## config.mk

```make
export PLATFORM = sky130hd
export DESIGN_NAME = srff_excite_driver_flat
export DESIGN_NICKNAME = d
export VERILOG_FILES = /design/src/rtl/srff_drv_pkg.sv /design/src/rtl/srff_excite_driver_if.sv /design/src/rtl/srff_excite_enc.sv /design/src/rtl/srff_excite_driver.sv /design/src/flat_wrapper.sv
export SDC_FILE = /design/constraint.sdc
export NUM_CORES = 1
export LEC_CHECK = 0
export BUFFER_PORTS_ARGS = -buffer_cell sky130_fd_sc_hd__buf_2
export CAP_MARGIN = 20
export CELL_PAD_IN_SITES_DETAIL_PLACEMENT = 2
export CELL_PAD_IN_SITES_GLOBAL_PLACEMENT = 2
export CORE_MARGIN = 4
export CORE_UTILIZATION = 30
export CTS_CLUSTER_DIAMETER = 100
export CTS_CLUSTER_SIZE = 10
export DETAILED_ROUTE_END_ITERATION = 6
export GPL_TIMING_DRIVEN = 0
export PLACE_DENSITY = 0.78
export SLEW_MARGIN = 15
export SYNTH_ARGS = -nofsm -noshare
export SYNTH_HDL_FRONTEND = slang
export SYNTH_HIERARCHICAL = 1
export SYNTH_SLANG_ARGS = --single-unit
```

## constraint.sdc

```tcl
create_clock -name Clk -period 2.2 [get_ports Clk]
set_clock_uncertainty 0.1 [all_clocks]
set_input_delay 0.55 -clock Clk [delete_from_list [all_inputs] [get_ports Clk]]
set_output_delay 0.55 -clock Clk [all_outputs]
set_load 0.1 [all_outputs]
```

## src/rtl/srff_drv_pkg.sv

```systemverilog
// Shared definitions for the SR flip-flop excitation driver.
//   - FSM state encoding (legacy-style constants plus a matching enum)
//   - width constants for the state register, the retry counter and the
//     settle down-counter
package srff_drv_pkg;

  localparam int STATE_W = 2;
  localparam int RETRY_W = 3;
  localparam int CNT_W   = 4;

  localparam logic [STATE_W-1:0] ST_IDLE   = 2'd0;
  localparam logic [STATE_W-1:0] ST_DRIVE  = 2'd1;
  localparam logic [STATE_W-1:0] ST_SETTLE = 2'd2;
  localparam logic [STATE_W-1:0] ST_CHECK  = 2'd3;

  typedef enum logic [STATE_W-1:0] {
    IDLE   = ST_IDLE,
    DRIVE  = ST_DRIVE,
    SETTLE = ST_SETTLE,
    CHECK  = ST_CHECK
  } drv_state_e;

endpackage

```

## src/rtl/srff_excite_driver_if.sv

```systemverilog
// Bus between the excitation driver and its environment.
//   tgt_valid/tgt_ready/tgt_data : target-word handshake
//   S/R                          : per-bit set/reset excitation to the bank
//   Q_fb                         : bank readback
//   done/err/err_sticky          : completion and failure status
//   retry_cnt                    : retries used on the current/last word
// Modports:
//   master : the driver (owns the handshake ready, excitation and status)
//   slave  : the environment (offers targets, owns the bank readback)
interface srff_excite_driver_if
  import srff_drv_pkg::*;
#(
  parameter int WIDTH = 8
);

  logic               tgt_valid;
  logic               tgt_ready;
  logic [WIDTH-1:0]   tgt_data;
  logic [WIDTH-1:0]   S;
  logic [WIDTH-1:0]   R;
  logic [WIDTH-1:0]   Q_fb;
  logic               done;
  logic               err;
  logic               err_sticky;
  logic [RETRY_W-1:0] retry_cnt;

  modport master (
    input  tgt_valid, tgt_data, Q_fb,
    output tgt_ready, S, R, done, err, err_sticky, retry_cnt
  );

  modport slave (
    output tgt_valid, tgt_data, Q_fb,
    input  tgt_ready, S, R, done, err, err_sticky, retry_cnt
  );

endinterface

```

## src/rtl/srff_excite_enc.sv

```systemverilog
// Single-bit SR excitation table: given the wanted value and the current Q,
// produce the set/reset pulse that moves Q to the target.
//   tgt q | s r
//    0  0 | 0 0   already correct
//    0  1 | 0 1   reset
//    1  0 | 1 0   set
//    1  1 | 0 0   already correct
// s and r are never high together.
// Ports: tgt, q (inputs); s, r (outputs).
module srff_excite_enc (
  input  logic tgt,
  input  logic q,
  output logic s,
  output logic r
);

  assign s = tgt & ~q;
  assign r = ~tgt & q;

endmodule

```

## src/rtl/srff_excite_driver.sv

```systemverilog
// Writes a target word into a bank of WIDTH master-slave SR flip-flops.
// A word is taken over a valid/ready handshake, one registered cycle of
// S/R excitation is issued from the target and the bank's Q, S=R=0 is held
// for HOLD_CYC settle cycles, then the readback is compared and the word is
// re-driven up to MAX_RETRY times on mismatch.
//
// Ports:
//   Clk  - clock, all state on the rising edge
//   Rst  - synchronous active-low reset
//   bus  - srff_excite_driver_if.master (handshake, S/R, Q_fb, status)
//
// Build option:
//   SRFF_DRV_CHECK_EN defined   : readback check, retries, err/err_sticky and
//                                 retry_cnt are active.
//   SRFF_DRV_CHECK_EN undefined : the check cycle becomes a pass-through that
//                                 always pulses done (same latency);
//                                 err, err_sticky and retry_cnt read 0.
module srff_excite_driver
  import srff_drv_pkg::*;
#(
  parameter int WIDTH     = 8,
  parameter int HOLD_CYC  = 1,
  parameter int MAX_RETRY = 3
) (
  input logic                   Clk,
  input logic                   Rst,
  srff_excite_driver_if.master  bus
);

  // Reject parameter values the counters cannot represent.
  if (HOLD_CYC < 1 || HOLD_CYC > 15) begin : g_bad_hold_cyc
    $error("srff_excite_driver: HOLD_CYC must be in 1..15");
  end
  if (MAX_RETRY < 0 || MAX_RETRY > 7) begin : g_bad_max_retry
    $error("srff_excite_driver: MAX_RETRY must be in 0..7");
  end

  logic [STATE_W-1:0] state_q, state_d;
  logic [WIDTH-1:0]   tgt_q, tgt_d;
  logic [WIDTH-1:0]   s_q, s_d;
  logic [WIDTH-1:0]   r_q, r_d;
  logic [CNT_W-1:0]   settle_cnt_q, settle_cnt_d;
  logic               done_q, done_d;
`ifdef SRFF_DRV_CHECK_EN
  logic               err_q, err_d;
  logic               err_sticky_q, err_sticky_d;
  logic [RETRY_W-1:0] retry_cnt_q, retry_cnt_d;
`endif

  // Excitation is computed from the incoming word when a target is accepted
  // (so S/R are already valid in the first DRIVE cycle) and from the latched
  // word when a retry is launched from CHECK.
  logic [WIDTH-1:0] enc_tgt, enc_s, enc_r;

  assign enc_tgt = (state_q == ST_IDLE) ? bus.tgt_data : tgt_q;

  for (genvar i = 0; i < WIDTH; i++) begin : g_enc
    srff_excite_enc u_enc (
      .tgt (enc_tgt[i]),
      .q   (bus.Q_fb[i]),
      .s   (enc_s[i]),
      .r   (enc_r[i])
    );
  end

  always_comb begin
    // NOTE: every signal gets a default before the case so no path leaves
    // it unassigned; otherwise synthesis infers a latch.
    state_d      = state_q;
    tgt_d        = tgt_q;
    s_d          = '0;
    r_d          = '0;
    settle_cnt_d = settle_cnt_q;
    done_d       = 1'b0;
`ifdef SRFF_DRV_CHECK_EN
    err_d        = 1'b0;
    err_sticky_d = err_sticky_q;
    retry_cnt_d  = retry_cnt_q;
`endif

    case (state_q)
      ST_IDLE: begin
        if (bus.tgt_valid) begin
          tgt_d   = bus.tgt_data;
          s_d     = enc_s;
          r_d     = enc_r;
          state_d = ST_DRIVE;
`ifdef SRFF_DRV_CHECK_EN
          retry_cnt_d = '0;
`endif
        end
      end

      ST_DRIVE: begin
        // Count HOLD_CYC cycles down to zero; the zero cycle is the last one.
        settle_cnt_d = CNT_W'(HOLD_CYC - 1);
        state_d      = ST_SETTLE;
      end

      ST_SETTLE: begin
        if (settle_cnt_q == '0) begin
          state_d = ST_CHECK;
        end else begin
          settle_cnt_d = settle_cnt_q - 1'b1;
        end
      end

      ST_CHECK: begin
`ifdef SRFF_DRV_CHECK_EN
        if (bus.Q_fb == tgt_q) begin
          done_d  = 1'b1;
          state_d = ST_IDLE;
        end else if (retry_cnt_q < RETRY_W'(MAX_RETRY)) begin
          // Re-drive from the bank's present Q, not the original one.
          retry_cnt_d = retry_cnt_q + 1'b1;
          s_d         = enc_s;
          r_d         = enc_r;
          state_d     = ST_DRIVE;
        end else begin
          err_d        = 1'b1;
          err_sticky_d = 1'b1;
          state_d      = ST_IDLE;
        end
`else
        // Pass-through cycle keeps the latency identical to the checked build.
        done_d  = 1'b1;
        state_d = ST_IDLE;
`endif
      end

      default: state_d = ST_IDLE;
    endcase
  end

  // NOTE: reset is sampled on the clock edge (synchronous), so it sits inside
  // the clocked block rather than in the sensitivity list.
  always_ff @(posedge Clk) begin
    if (!Rst) begin
      state_q      <= ST_IDLE;
      tgt_q        <= '0;
      s_q          <= '0;
      r_q          <= '0;
      settle_cnt_q <= '0;
      done_q       <= 1'b0;
`ifdef SRFF_DRV_CHECK_EN
      err_q        <= 1'b0;
      err_sticky_q <= 1'b0;
      retry_cnt_q  <= '0;
`endif
    end else begin
      // NOTE: non-blocking assignments so every flop samples the pre-edge
      // value of the others, regardless of statement order.
      state_q      <= state_d;
      tgt_q        <= tgt_d;
      s_q          <= s_d;
      r_q          <= r_d;
      settle_cnt_q <= settle_cnt_d;
      done_q       <= done_d;
`ifdef SRFF_DRV_CHECK_EN
      err_q        <= err_d;
      err_sticky_q <= err_sticky_d;
      retry_cnt_q  <= retry_cnt_d;
`endif
    end
  end

  assign bus.tgt_ready = (state_q == ST_IDLE);
  assign bus.S         = s_q;
  assign bus.R         = r_q;
  assign bus.done      = done_q;
`ifdef SRFF_DRV_CHECK_EN
  assign bus.err        = err_q;
  assign bus.err_sticky = err_sticky_q;
  assign bus.retry_cnt  = retry_cnt_q;
`else
  assign bus.err        = 1'b0;
  assign bus.err_sticky = 1'b0;
  assign bus.retry_cnt  = '0;
`endif

endmodule
```

## src/flat_wrapper.sv

```systemverilog
// flat-port wrapper written by rule: the top's interface ports become plain ports
module srff_excite_driver_flat import srff_drv_pkg::*;
#(
  parameter int WIDTH     = 8,
  parameter int HOLD_CYC  = 1,
  parameter int MAX_RETRY = 3
)
  (Clk, Rst, bus_tgt_valid, bus_tgt_data, bus_Q_fb, bus_tgt_ready, bus_S, bus_R, bus_done, bus_err, bus_err_sticky, bus_retry_cnt);
  srff_excite_driver_if #(.WIDTH(WIDTH)) bus_i ();
  input logic Clk;
  input logic Rst;
  input wire logic [$bits(bus_i.tgt_valid)-1:0] bus_tgt_valid;
  input wire logic [$bits(bus_i.tgt_data)-1:0] bus_tgt_data;
  input wire logic [$bits(bus_i.Q_fb)-1:0] bus_Q_fb;
  output wire logic [$bits(bus_i.tgt_ready)-1:0] bus_tgt_ready;
  output wire logic [$bits(bus_i.S)-1:0] bus_S;
  output wire logic [$bits(bus_i.R)-1:0] bus_R;
  output wire logic [$bits(bus_i.done)-1:0] bus_done;
  output wire logic [$bits(bus_i.err)-1:0] bus_err;
  output wire logic [$bits(bus_i.err_sticky)-1:0] bus_err_sticky;
  output wire logic [$bits(bus_i.retry_cnt)-1:0] bus_retry_cnt;
  assign bus_i.tgt_valid = bus_tgt_valid;
  assign bus_i.tgt_data = bus_tgt_data;
  assign bus_i.Q_fb = bus_Q_fb;
  assign bus_tgt_ready = bus_i.tgt_ready;
  assign bus_S = bus_i.S;
  assign bus_R = bus_i.R;
  assign bus_done = bus_i.done;
  assign bus_err = bus_i.err;
  assign bus_err_sticky = bus_i.err_sticky;
  assign bus_retry_cnt = bus_i.retry_cnt;
  srff_excite_driver #(.WIDTH(WIDTH), .HOLD_CYC(HOLD_CYC), .MAX_RETRY(MAX_RETRY)) u_core (.Clk(Clk), .Rst(Rst), .bus(bus_i));
endmodule
```

Word level (Yosys, flattened, before mapping)
Cells that the tools add are included.
{"block": "totals", "elab_cells": 59, "ff_bits": 31}
{"block": "classes", "mux": 7, "bitwise_logic": 32, "eq_ne": 6, "addsub": 1, "reduce_logical": 7}
{"op": "bitwise AND 1 bit", "n": 16}
{"op": "inverter 1 bit", "n": 16}
{"op": "2-to-1 mux 8 bit", "n": 1}
{"op": "one-hot mux 2 bit (4 select lines)", "n": 1}
{"op": "one-hot mux 4 bit (2 select lines)", "n": 1}
{"op": "AND reduction 2 bit", "n": 3}
{"op": "equality test 2 bit (second input constant)", "n": 2}
{"op": "zero test 4 bit", "n": 1}
{"op": "2-to-1 mux 2 bit", "n": 2}
{"op": "2-to-1 mux 4 bit", "n": 1}
{"op": "!= test 2 bit (second input constant)", "n": 2}
{"op": "subtractor 4 x 1 -> 4 bit (second input constant)", "n": 1}
{"op": "AND reduction 3 bit", "n": 1}
{"op": "equality test 2 x 1 -> 1 bit (second input constant)", "n": 1}
{"op": "zero test 2 bit", "n": 1}
{"op": "!= test 2 x 1 -> 1 bit (second input constant)", "n": 1}
{"op": "nonzero test 2 bit", "n": 1}
{"op": "2-to-1 mux 1 bit", "n": 1}

Longest topological paths before layout
{"block": "depth", "ltp_word": 4, "ltp_mapped": 7, "depth_no_buf": 5}

Cells and area by module
Netlist, hierarchy kept.
{"mod": "srff_excite_driver", "area_each_um2": 1287.5, "seq_area_each_um2": 620.6, "cells_each": 130, "n_inst": 1}
{"mod": "srff_excite_enc", "area_each_um2": 15.0, "seq_area_each_um2": 0.0, "cells_each": 2, "n_inst": 8}

Worst setup path before layout
No wires, ideal clock.
{"block": "synth_timing", "kind": "register to register", "from": "reg u_core.state_q[0]", "to": "reg u_core.s_q[6] (netlist: u_core/bus.S[6])", "n_path_buf": 2, "setup_slack_ns": -0.334, "path_stages_with_launch": 8, "t_arrival_ns": 2.319, "required_ns": 1.985, "cell_sequence": "dfxtp_1 > inv_1 > ha_1 > buf_2 > buf_2 > mux2_2 > nor2b_1 > and2_1"}
{"block": "synth_between", "elab_chain_cells": 3, "elab_cells_between_ends": 4}
{"item": "start: declaration", "line_no": "srff_excite_driver.sv:38", "rtl": "logic [STATE_W-1:0] state_q, state_d;"}
{"item": "start signal: assignment", "line_no": "srff_excite_driver.sv:153", "rtl": "state_q <= state_d;"}
{"item": "zero test 2 bit"}
{"item": "via bus_tgt_ready", "line_no": "flat_wrapper.sv:15", "rtl": "output wire logic [$bits(bus_i.tgt_ready)-1:0] bus_tgt_ready;"}
{"item": "2-to-1 mux 8 bit", "line_no": "srff_excite_driver.sv:55", "rtl": "assign enc_tgt = (state_q == ST_IDLE) ? bus.tgt_data : tgt_q;"}
{"item": "via u_core.enc_tgt[6]", "line_no": "srff_excite_driver.sv:53", "rtl": "logic [WIDTH-1:0] enc_tgt, enc_s, enc_r;"}
{"item": "bitwise AND 1 bit", "line_no": "srff_excite_enc.sv:17", "rtl": "assign s = tgt & ~q;"}
{"item": "via u_core.enc_s[6]", "line_no": "srff_excite_driver.sv:53"}
{"item": "end signal: assignment", "line_no": "srff_excite_driver.sv:141", "rtl": "s_q <= '0;"}
{"item": "end signal: assignment", "line_no": "srff_excite_driver.sv:155", "rtl": "s_q <= s_d;"}
{"item": "end: declaration", "line_no": "srff_excite_driver.sv:40", "rtl": "logic [WIDTH-1:0] s_q, s_d;"}
The timed path passes the listed nets, and every way through them passes these cells.
A chain may end at the register's enable or synchronous reset.

Worst setup path in the final report
{"block": "layout_timing", "from": "reg u_core.state_q[0]", "to": "out bus_tgt_ready"}
{"block": "layout_between", "elab_chain_cells": 1}
{"item": "zero test 2 bit", "line_no": "srff_excite_driver.sv:167", "rtl": "assign bus.tgt_ready = (state_q == ST_IDLE);"}
{"item": "end: declaration", "line_no": "flat_wrapper.sv:15"}
Every way passes these cells.

==> results by group <==
Status
  • Result of the run: complete, no violations

Finish
  • Count of nets after finishing: 218
  • Fill cell total of the finished layout: 521
  • Layout overhead on the synthesized area: 27.7%
  • Most frequent cells in the layout: buf_2, dfxtp_1, and2_1
  • Most frequent standard cell in the layout excluding fill and tap cells: buf_2
  • Diode count: 0
  • Layout Cells excl Fill: about 250
  • Multi-input combinational cell area: 732 µm²
  • Seq. cell area: 621 µm²
  • Share of final-layout standard cells stronger than drive strength 1: 36.6%

Global route
  • Met2 Resource Use GR: 24.9%
  • Met1 track demand over resource: around 13%
  • Global router's overall resource usage: 13.1%
  • Pin count of the biggest net entering global routing: 11
  • Vias in the first global route: 1303
  • Initial antenna violation count: 0
  • GR Layer Usage met3: 5.20%
  • GRT overflow: 0
  • First-pass GRT wire length: 6.05 mm
  • Top Usage Layer GRT: met2

Setup path
  • Cell at the slowest stage of the critical path: buf_2
  • Setup slack of the most critical reg-to-reg path: 0.24 ns
  • Classification of the worst setup path: flip-flop to output port
  • Crit path cell chain: inv_1 > ha_4 > buf_2
  • Data arrival time at the worst-slack endpoint: 1.31 ns
  • Crit-path leading delay family: buffers and inverters
  • Worst path required time: 1.55 ns
  • Reg-to-Reg End: u_core/bus.R[6]$_SDFF_PN0_
  • Instance count on the critical path: 3
  • Source of the worst register-to-register timing path: u_core/state_q[0]$_SDFFE_PN0P_
  • Delay of the slowest cell on the worst path: around 0.4 ns
  • Capture point of the worst path: bus_tgt_ready
  • Largest fanout on the critical path: 4
  • Number of buffers and inverters on the critical path: 2
  • Worst setup path startpoint: u_core/state_q[0]$_SDFFE_PN0P_
  • Critical path launch point type: flip-flop
  • Category of the worst setup path capture point: output port
  • Number of cell instances on the worst register-to-register path: 7

Power
  • Worst voltage drop across the vdd grid: 1.06 mV
  • Leakage power: 0.842 nW
  • PD cells: 1310 mW/mm²

Floorplanning
  • Effective utilization at floorplan: 31.7%
  • Core ar.: 0.00444 mm²
  • Number of rows in the core area: 24
  • I/O pin count: 42
  • Die outline area: 0.00585 mm²
  • Die extent in y: about 77 µm
  • Floorplan die width: 76.5 µm

Synth
  • Post-synthesis area per instance: around 9.6 µm²
  • Number of synthesized register bits: 31
  • Distinct cell type count of the synthesized netlist: 24
  • Synthesized cell area: 0.00141 mm²
  • Total of warnings raised by yosys: 6
  • Post-Synthesis Cells: 146
  • Share of the yosys chip area belonging to registers: 44.1%

Clock tree
  • Count of instances resized after the clock tree is built: 0
  • Number of buffers added by the clock tree synthesis step: 5
  • Clock latency of the later-clocked register in the worst-skew pair: approximately 0.28 ns
  • Post-CTS repair timing setup buffer count: 0
  • TritonCTS clock tree: done
  • H-tree depth reported by CTS: 2
  • Buffer levels on the longest clock path: 2
  • Hold buffers post-CTS: 0
  • Clock transition at the registers of the reported paths: 0.06 ns
  • Root Driver: clkbuf_8
  • # clock sinks: 31

Place
  • Gp weighted congestion: ~0.75
  • Number of port buffers: 36
  • # placed instances: roughly 240
  • HPWL after detailed placement: 2.86 mm

Drt
  • First-pass DRT Iterations: 3
  • Detailed-route vias per instance: 4.62
  • Via count: 1137
  • Initial DRC count: 21
  • # DRC: 0
  • Routed wire length: 3.56 mm
  • Post-detailed-route wirelength per cell: between 10 and 15 µm
  • Detail Route Antenna Nets: 0

STA
  • Shortest period the worst path allows: 1.96 ns
  • Fmax achieved: 0.509 GHz
  • Setup violations, final: 0
  • Total Negative Setup Slacks: 0 ns
  • Transition at the pin with the smallest max-transition slack: 0.515 ns
  • Final Hold Violating Endpoints: 0
  • RSZ-0062 raised after global routing: false
  • Remaining max-slew budget at the tightest pin: between 60% and 70%
  • Final clock period utilization by the worst path: between 80 and 90%
  • Final slew viol count: 0

Job
  • Number of maximum-capacitance constraint violations: 0

Min path
  • Hold Path Class: flip-flop to flip-flop
## layer usage
layer | up-vias | routed length [µm]
li1 | 561 | -
met1 | 538 | 1370
met2 | 32 | 1890
met3 | 6 | 258
met4 | 0 | 44
met5 | - | 0
## state kept, by name, indices dropped and copies added, names as in the netlist
signal / flops
u_core/bus.R: 8
u_core/bus.S: 8
u_core/tgt_q: 8
u_core/settle_cnt_q: 4
u_core/state_q: 2
u_core/bus.done: 1
## worst reg2reg max path: cells and delay by family (launching register included)
family | cells | cell delay (ns)
adders and majority gates | 1 | 0.15
buffers and inverters | 3 | 0.64
DFF | 1 | 0.34
muxes | 1 | 0.37
and+or+nand+nor | 2 | 0.31
## metrics by stage
stage	power (W)	hold WS (ns)	setup WS, ns	util, %	instance area, µm²
6_report	0.00236	0.370	0.236	40.5	1800
5_1_grt	0.00251	0.406	0.146	40.5	1800
4_1_cts	0.00240	0.372	0.215	40.5	1800
3_5_place_dp	0.00180	0.362	0.251	37.8	1680
3_3_place_gp	0.00176	0.348	0.285	37.8	1680
2_1_floorplan	0.00162	0.341	0.176	-	1440
## synth_stat cells
cell      number  area share (%)
a21boi_0       8             4.3
nand2_1       14             3.7
and2b_2        8             5.0
inv_1          4             1.1
or3b_4         1            0.80
mux2_2         8             6.4
nand3_1       12             4.3
o32a_1         1            0.71
mux2i_1        4             2.8
buf_2          3             1.1
o221a_1        1            0.80
dfxtp_1       31              44
conb_1         1            0.27
nand2b_1       2            0.89
nor3_1         1            0.36
buf_4          5             2.7
and3_1         1            0.44
clkbuf_1       4             1.1
a21oi_2        1            0.62
nor2b_1        9             4.0
and2_1        17             7.6
nand3b_1       2             1.1
o21ai_0        2            0.71
ha_1           6             5.3
## kinds of logic after synthesis
kind of cell | synth area share, %
AO/OA/AOI/OAI | 7.11
AND/OR/NAND/NOR | 28.1
buffers and inverters | 5.87
other | 0.266
multiplexers | 9.24
adder cells (fa/ha/maj) | 5.33
flip-flops | 44.1
## layout make-up
| cell class | count | area share, % |
|---|---|---|
| multi-input cells | 103 | 40.7 |
| well taps | 52 | 3.62 |
| inverters | 4 | 0.835 |
| clock inverters | 2 | 1.95 |
| flip-flops and latches | 31 | 34.5 |
| plain buffers | 12 | 3.76 |
| clock buffers | 6 | 4.59 |
| repair buffers | 36 | 10.0 |
## worst min path at each step
| stage | end | cells after the start | startpoint | slack [ns] |
|---|---|---|---|---|
| finish | u_core/tgt_q[6]$_SDFFE_PN0P_ | 2 | u_core/tgt_q[6]$_SDFFE_PN0P_ | 0.37 |
| global route | u_core/tgt_q[1]$_SDFFE_PN0P_ | 2 | u_core/tgt_q[1]$_SDFFE_PN0P_ | 0.41 |
| CTS | u_core/tgt_q[6]$_SDFFE_PN0P_ | 2 | u_core/tgt_q[6]$_SDFFE_PN0P_ | 0.37 |
| detailed placement | u_core/tgt_q[6]$_SDFFE_PN0P_ | 2 | u_core/tgt_q[6]$_SDFFE_PN0P_ | 0.36 |
| global placement | u_core/tgt_q[7]$_SDFFE_PN0P_ | 2 | u_core/tgt_q[7]$_SDFFE_PN0P_ | 0.35 |
| floorplan | u_core/tgt_q[2]$_SDFFE_PN0P_ | 2 | u_core/tgt_q[2]$_SDFFE_PN0P_ | 0.34 |
## where the power goes
group          leakage [nW]  switching, W  internal [W]  total, W
clock network        0.0612      0.000208      0.000366  0.000574
logic                 0.528      0.000739      0.000358   0.00110
registers             0.252     0.0000421      0.000643  0.000685
Power figures use the tool's default switching activity.
